===== src/rtl/cpu_mem_bridge.sv =====
// Bridges single outstanding CPU loads/stores (8..48 bit) onto a 16-bit valid/ready memory bus,
// splitting them into halfword beats and stalling the CPU through cpu_enable until completion.
module cpu_mem_bridge #(
   parameter int ADDR_W    = 32,
   parameter int RD_DATA_W = 48
) (
   input  logic                 clk,
   input  logic                 rst,
   input  logic                 cpu_req_rd,
   input  logic                 cpu_req_wr,
   input  logic [1:0]           cpu_req_size,
   input  logic [ADDR_W-1:0]    cpu_req_addr,
   input  logic [47:0]          cpu_wr_data,
   output logic [RD_DATA_W-1:0] cpu_data_in,
   output logic                 cpu_enable,
   output logic                 mem_req_valid,
   input  logic                 mem_req_ready,
   output logic                 mem_req_we,
   output logic [ADDR_W-1:0]    mem_req_addr,
   output logic [1:0]           mem_req_be,
   output logic [15:0]          mem_wr_data,
   input  logic                 mem_rd_valid,
   input  logic [15:0]          mem_rd_data,
   output logic                 misalign_err,
   output logic                 proto_err
);

   typedef enum logic [1:0] {IDLE, ISSUE, WAIT_RD, DONE} state_t;

   state_t                 state;
   logic [1:0]             size_q;
   logic                   rd_q;
   logic [1:0]             beat_idx;
   logic [ADDR_W-1:0]      addr_q;
   logic [47:0]            wdata_q;
   logic [RD_DATA_W-1:0]   rd_buf;
   logic [RD_DATA_W-1:0]   rd_merge;
   logic                   req_any;
   logic                   last_beat;

   function automatic logic [1:0] beat_count(input logic [1:0] size);
      case (size)
         2'd2:    return 2'd2;
         2'd3:    return 2'd3;
         default: return 2'd1;
      endcase
   endfunction

   function automatic logic [ADDR_W-1:0] beat_addr(input logic [ADDR_W-1:0] a,
                                                   input logic [1:0] idx);
      return {a[ADDR_W-1:1], 1'b0} + ADDR_W'({idx, 1'b0});
   endfunction

   function automatic logic [1:0] beat_be(input logic [1:0] size, input logic a0);
      if (size == 2'd0)
         return a0 ? 2'b10 : 2'b01;
      return 2'b11;
   endfunction

   // Byte writes drive the same byte on both lanes; the enables pick the real one.
   function automatic logic [15:0] beat_wdata(input logic [47:0] w, input logic [1:0] size,
                                              input logic [1:0] idx);
      if (size == 2'd0)
         return {w[7:0], w[7:0]};
      case (idx)
         2'd0:    return w[15:0];
         2'd1:    return w[31:16];
         default: return w[47:32];
      endcase
   endfunction

   assign req_any    = cpu_req_rd | cpu_req_wr;
   assign last_beat  = (beat_idx == (beat_count(size_q) - 2'd1));
   assign cpu_enable = ((state == IDLE) && !req_any) || (state == DONE);

   always_comb begin
      rd_merge = rd_buf;
      if (size_q == 2'd0) begin
         rd_merge = RD_DATA_W'(addr_q[0] ? mem_rd_data[15:8] : mem_rd_data[7:0]);
      end else begin
         case (beat_idx)
            2'd0:    rd_merge[15:0]  = mem_rd_data;
            2'd1:    rd_merge[31:16] = mem_rd_data;
            default: rd_merge[47:32] = mem_rd_data;
         endcase
      end
   end

   // Request payload and read assembly buffer; cleared at acceptance so unused upper beats read as 0.
   always_ff @(posedge clk) begin
      if (state == IDLE && req_any) begin
         addr_q  <= cpu_req_addr;
         wdata_q <= cpu_wr_data;
         rd_buf  <= '0;
      end else if (state == WAIT_RD && mem_rd_valid) begin
         rd_buf  <= rd_merge;
      end
   end

   always_ff @(posedge clk or posedge rst) begin
      if (rst) begin
         state         <= IDLE;
         size_q        <= 2'd0;
         rd_q          <= 1'b0;
         beat_idx      <= 2'd0;
         mem_req_valid <= 1'b0;
         mem_req_we    <= 1'b0;
         mem_req_addr  <= '0;
         mem_req_be    <= 2'b00;
         mem_wr_data   <= 16'h0000;
         cpu_data_in   <= '0;
         misalign_err  <= 1'b0;
         proto_err     <= 1'b0;
      end else begin
         misalign_err <= 1'b0;
         proto_err    <= 1'b0;
         case (state)
            IDLE: begin
               if (req_any) begin
                  size_q    <= cpu_req_size;
                  rd_q      <= cpu_req_rd;
                  beat_idx  <= 2'd0;
                  proto_err <= cpu_req_rd & cpu_req_wr;
                  if (cpu_req_size != 2'd0 && cpu_req_addr[0]) begin
                     misalign_err <= 1'b1;
                     state        <= DONE;
                  end else begin
                     state         <= ISSUE;
                     mem_req_valid <= 1'b1;
                     mem_req_we    <= !cpu_req_rd;
                     mem_req_addr  <= beat_addr(cpu_req_addr, 2'd0);
                     mem_req_be    <= beat_be(cpu_req_size, cpu_req_addr[0]);
                     mem_wr_data   <= beat_wdata(cpu_wr_data, cpu_req_size, 2'd0);
                  end
               end
            end
            ISSUE: begin
               // Valid low here means a bubble after the previous beat: present the next one.
               if (!mem_req_valid) begin
                  mem_req_valid <= 1'b1;
                  mem_req_we    <= !rd_q;
                  mem_req_addr  <= beat_addr(addr_q, beat_idx);
                  mem_req_be    <= beat_be(size_q, addr_q[0]);
                  mem_wr_data   <= beat_wdata(wdata_q, size_q, beat_idx);
               end else if (mem_req_ready) begin
                  mem_req_valid <= 1'b0;
                  if (rd_q)
                     state <= WAIT_RD;
                  else if (last_beat)
                     state <= DONE;
                  else
                     beat_idx <= beat_idx + 2'd1;
               end
            end
            WAIT_RD: begin
               if (mem_rd_valid) begin
                  if (last_beat) begin
                     cpu_data_in <= rd_merge;
                     state       <= DONE;
                  end else begin
                     beat_idx <= beat_idx + 2'd1;
                     state    <= ISSUE;
                  end
               end
            end
            DONE: state <= IDLE;
            default: state <= IDLE;
         endcase
      end
   end

endmodule


===== config.mk =====
export PLATFORM = sky130hd
export DESIGN_NAME = cpu_mem_bridge
export DESIGN_NICKNAME = d
export VERILOG_FILES = /design/src/rtl/cpu_mem_bridge.sv
export SDC_FILE = /design/constraint.sdc
export NUM_CORES = 1
export LEC_CHECK = 0
export BUFFER_PORTS_ARGS = -buffer_cell sky130_fd_sc_hd__clkbuf_2
export CAP_MARGIN = 10
export CORE_MARGIN = 2
export CORE_UTILIZATION = 40
export CTS_BUF_LIST = sky130_fd_sc_hd__clkbuf_4 sky130_fd_sc_hd__clkbuf_8
export CTS_CLUSTER_DIAMETER = 100
export DETAILED_ROUTE_END_ITERATION = 10
export PLACE_DENSITY = 0.71
export SLEW_MARGIN = 25
export SYNTH_ARGS = -nofsm -noshare
export SYNTH_HDL_FRONTEND = slang
export SYNTH_SLANG_ARGS = --single-unit

===== constraint.sdc =====
create_clock -name clk -period 5.5 [get_ports clk]
set_input_delay 1.1 -clock clk [delete_from_list [all_inputs] [get_ports clk]]
set_output_delay 1.1 -clock clk [all_outputs]
set_load 0.03 [all_outputs]

# Word-level counts from Yosys, hierarchy flattened
# Index checks and enable logic that the tools add are counted.
# Widths: inputs -> output; s select.
[word_totals] reg_bits=237 inputBits=104 output_inout_bits=103 elab_cells=123
[op_classes] add_sub_neg=3 n_eq_ne=15 muxes=66 bitwise=2 n_reduce_logical=22
[op_table] operator="$mux 16" n=10
[op_table] operator="$mux 32" n=3
[op_table] operator="$pmux 16 s2" n=2
[op_table] operator="$pmux 32 s2" n=1
[op_table] operator="$mux 48" n=1
[op_table] operator="$mux 2" n=23
[op_table] operator="$add 32x3->32" n=1
[op_table] operator="$mux 1" n=19
[op_table] operator="$ne 2x2->1 const B" n=7
[op_table] operator="$eq 2x2->1 const B" n=4
[op_table] operator="$logic_not 2->1" n=4
[op_table] operator="$mux 8" n=1
[op_table] operator="$pmux 2 s2" n=2
[op_table] operator="$pmux 2 s4" n=1
[op_table] operator="$pmux 2 s3" n=1
[op_table] operator="$reduce_and 3->1" n=2
[op_table] operator="$reduce_and 6->1" n=1
[op_table] operator="$reduce_and 5->1" n=1
[op_table] operator="$eq 2x1->1 const B" n=2
[op_table] operator="$logic_and 1x1->1" n=4
[op_table] operator="$pmux 1 s2" n=2
[op_table] operator="$reduce_and 4->1" n=1
[op_table] operator="$reduce_bool 2->1" n=2
[op_table] operator="$logic_not 1->1" n=3
[op_table] operator="other kinds (10)" n=10

# Logic depth before layout (Yosys ltp)
[depth] word_depth=9 mapped_depth=10 depth_no_buf=7

# Worst setup path after synthesis
# OpenSTA, ideal clock, no wires.
[synth_path] path_type="input port to flip-flop" start="input cpu_req_wr" end="register addr_q[0], enable pin" setup_ns=0.476 t_arrival_ns=3.780 required_time_ns=5.024 slack_ns=1.244 path_stages=3 n_path_buf=1 cell_sequence="o21ai_0 > clkinv_1 > clkbuf_1"
[synth_via] elab_chain_len=2
[synth_rtl] item="from (decl)" line_no="10" source="input logic cpu_req_wr,"
[synth_rtl] item="$or 1x1->1" line_no="72" source="assign req_any = cpu_req_rd | cpu_req_wr;"
[synth_rtl] item="$logic_and 1x1->1" line_no="91" source="if (state == IDLE && req_any) begin"
[synth_rtl] item="to (signal assigned)" line_no="92" source="addr_q <= cpu_req_addr;"
[synth_rtl] item="to (decl)" line_no="34" source="logic [ADDR_W-1:0] addr_q;"
# No other way between the ends.
# A chain may end at the register's enable or synchronous reset.

# Final worst setup path
[layout_path] start="register state[0]" end="output cpu_enable"
[layout_via] elab_chain_len=3 elab_cells_between_ends=4 cone_classes="eq/ne: 1; reduce/logical: 3"
[layout_rtl] item="from (decl)" line_no="30" source="state_t state;"
[layout_rtl] item="from (signal assigned)" line_no="102" source="state <= IDLE;"
[layout_rtl] item="from (signal assigned)" line_no="126" source="state <= DONE;"
[layout_rtl] item="from (signal assigned)" line_no="128" source="state <= ISSUE;"
[layout_rtl] item="$logic_not 2->1" line_no="74" source="assign cpu_enable = ((state == IDLE) && !req_any) || (state == DONE);"
[layout_rtl] item="$logic_and 1x1->1" line_no="74"
[layout_rtl] item="$logic_or 1x1->1 *" line_no="74"
[layout_rtl] item="to (decl)" line_no="15" source="output logic cpu_enable,"
# Every way passes the cells marked *; elsewhere a longest branch is shown, timed or not.

==> metrics.txt <==
CP Capture Type output port; first-pass GRT wire length 44800 um; Resized Gates After CTS 0; Routed Antenna Nets 0; Fin Hold WS 0.454 ns; Clock transition at path regs 0.06 ns; number of synthesized register bits 236; Die Y 166 um; initial antenna violation count 0; Min Clock Period, post-route 3.68 ns; Post-Syn Instances 976; warnings from Yosys 0; met2 Use GR 32.2%; vias per cell 5.43; DIE WIDTH 166 um; period utilization 67.0%; dominant synthesized flop cell dfrtp_1; Worst EP required 4.40 ns; maximum fanout along the worst path 21; classification of the worst setup path flip-flop to output port; GR Util met3 4.01%; share of layout cells above drive strength 1 26.0%; GRT busiest layer met2; number of global-route vias before repair 8136; total grt overflow 0; worst slew pin tran 0.954 ns; wire per inst 18.3 um; Setup-failing EPs final 0; Post-synth ARST share 45.8%; register area share after synthesis 58.1%; Final Wtd Congestion 0.837; Fmax achieved 271 MHz; Syn Area/Cell 10.7 um^2; antenna cell count 0; IO Pins 207; met1 Usage GRT 28.0%; post-synth design cell area 10400 um^2; Starting Density 40.4%; Pwr Density 637 nW/um^2; RSZ-0062 raised after global routing false; hold_sp rd_buf[4]$_SDFFE_PP0P_; Port Buffer Count 205; TritonCTS clock tree yes; Hold Path Depth 2; First DRT Iteration DRCs 636; R2R setup slack 2.12 ns; Rel. slew slack 36.4%; total number of vias 8306; DR DRC count 0; Post-synth EDFFs 80; Setup crit start kind flip-flop; site row count 59; core area 25800 um^2; Final Hold Viols 0; reg2reg end mem_req_addr[16]$_DFFE_PP0P_; clock tree buffer depth 3; run status finished clean; hold buffers post-CTS 0; maximum VDD drop 0.315 mV; setup_tns 0 ns; placed cell areas 11700 um^2; Reg2Reg Depth 6; Final Max Tran Viols 0; clk_lat worst skew 0.54 ns; H-tree levels 2; max cap viols 0; P&R area growth vs syn 20.4%; overall routing resource usage 20.2%; DIE AREA 27400 um^2; First-pass DRT Iterations 5; Non-Filler Cell Area, Final 12600 um^2; clock root buffer clkbuf_8; reg2reg start state[0]$_DFFE_PP0P_; Total Wirelength 28000 um; Clock Skew 0.0173 ns; hold endpoint rd_buf[4]$_SDFFE_PP0P_; hold crit path type flip-flop to flip-flop; TritonCTS Buffers 41; # Post-CTS Setup Buffers 0; Arr. time, crit path 2.58 ns; Leak Pwr 0.00537 uW; largest net degree at the start of global routing 84; fill count 2416; Distinct cells, synth 60; clk sink count 236; Mapped Nets 1089; Layout Nets 1275; hpwl dp 18800 um
-- report_power, final --
group	leakage, uW	switching (uW)	internal, uW
clock network	0.000467	715	978
logic	0.00237	2350	1050
registers	0.00253	404	2510
-- cell type report --
type / count / area (um^2) / area share [%]
clock buffer: 68 / 811 / 6.44
clock inverter: 7 / 63.8 / 0.507
inverter: 10 / 45.0 / 0.358
multi-input combinational: 658 / 4080 / 32.4
sequential: 236 / 6070 / 48.2
tap: 335 / 419 / 3.33
timing repair buffer: 215 / 1100 / 8.75
-- sequential cells by signal, indices dropped and copies added (netlist names), 2 cells and up --
register and flops:
mem_req_be 2, rd_buf 48, size_q 2, mem_wr_data 16, mem_req_addr 31, cpu_data_in 48
wdata_q 48, addr_q 32, beat_idx 2, state 2
-- layout by cell type (no fill, tap or decap), types with 9 or more instances in the layout --
master    instances
nand3_1          12
clkbuf_2        205
a22o_1           10
edfxtp_1         80
nor2_1           73
xnor2_1          18
buf_4            10
clkbuf_8         48
a21oi_1          30
a31oi_1           9
o22ai_1          10
mux2i_1          52
o31ai_1          52
dfxtp_1          48
o211ai_1          9
or3_1             9
nand2_1         141
nand4_1          11
o21ai_0          58
clkbuf_4         20
dfrtp_1         108
a22oi_1          64
-- synthesized netlist by cell type (all sizes together) (8+ instances only) --
library cell	number	area, um^2
a21o	8	60.1
a21oi	31	159
a22o	10	87.6
a22oi	64	480
a31oi	9	56.3
buf	28	139
clkbuf	44	165
dfrtp	108	2700
dfxtp	48	961
edfxtp	80	2400
ha	8	100
inv	9	33.8
mux2i	52	521
nand2	141	529
nand3	13	70.1
nand4	12	81.3
nor2	75	284
o211ai	9	67.6
o21ai	64	320
o22ai	10	62.6
o31ai	52	390
or3	10	62.6
xnor2	18	158
-- metal layers --
metal	up-vias	routed length (um)
met5	-	0
met4	0	711
met3	55	2000
met2	319	13000
met1	3955	12300
li1	3977	-
-- how the worst max path moves through the flow --
stage,startpoint,endpoint,slack [ns],depth (start not counted)
global placement,state[0]$_DFFE_PP0P_,rd_buf[11]$_SDFFE_PP0P_,2.16,6
CTS,state[0]$_DFFE_PP0P_,cpu_enable,1.81,5
floorplan,cpu_req_wr,addr_q[0]$_DFFE_PP_,1.24,3
finish,state[0]$_DFFE_PP0P_,cpu_enable,1.82,5
detailed placement,state[0]$_DFFE_PP0P_,rd_buf[10]$_SDFFE_PP0P_,1.98,6
global route,state[1]$_DFFE_PP0P_,cpu_enable,1.63,5
-- worst max-delay path, stage by stage (launching register included) --
cell      delay [ns]
dfrtp_1         0.40
inv_1           0.12
ha_1            0.68
nor3b_1         0.43
or2_2           0.21
clkbuf_2        0.20
-- cells by family (layout without fill, tap and decap cells) --
kind of cell	after synthesis	count (layout)	synth area share, %
and+or+nand+nor	296	296	12.7
adders and majority gates	9	9	1.15
AOI/OAI and AO/OA	276	276	17.7
xor gates and xnor gates	23	23	1.93
DFF	236	236	58.1
muxes	53	53	5.09
other	1	1	0.0359
buffers and inverters	82	300	3.27
-- per-stage QoR --
step / worst slack (ns) / utilization (%) / total power [uW] / cells
3_5_place_dp: 1.98 / 45.3 / 6370 / 1454
3_3_place_gp: 2.16 / 45.2 / 6290 / 1454
6_report: 1.82 / 48.7 / 8010 / 1529
5_1_grt: 1.63 / 48.7 / 8550 / 1529
2_1_floorplan: 1.24 / - / 5360 / 976
4_1_cts: 1.81 / 48.6 / 8070 / 1529
Power figures use the tool's default switching activity.
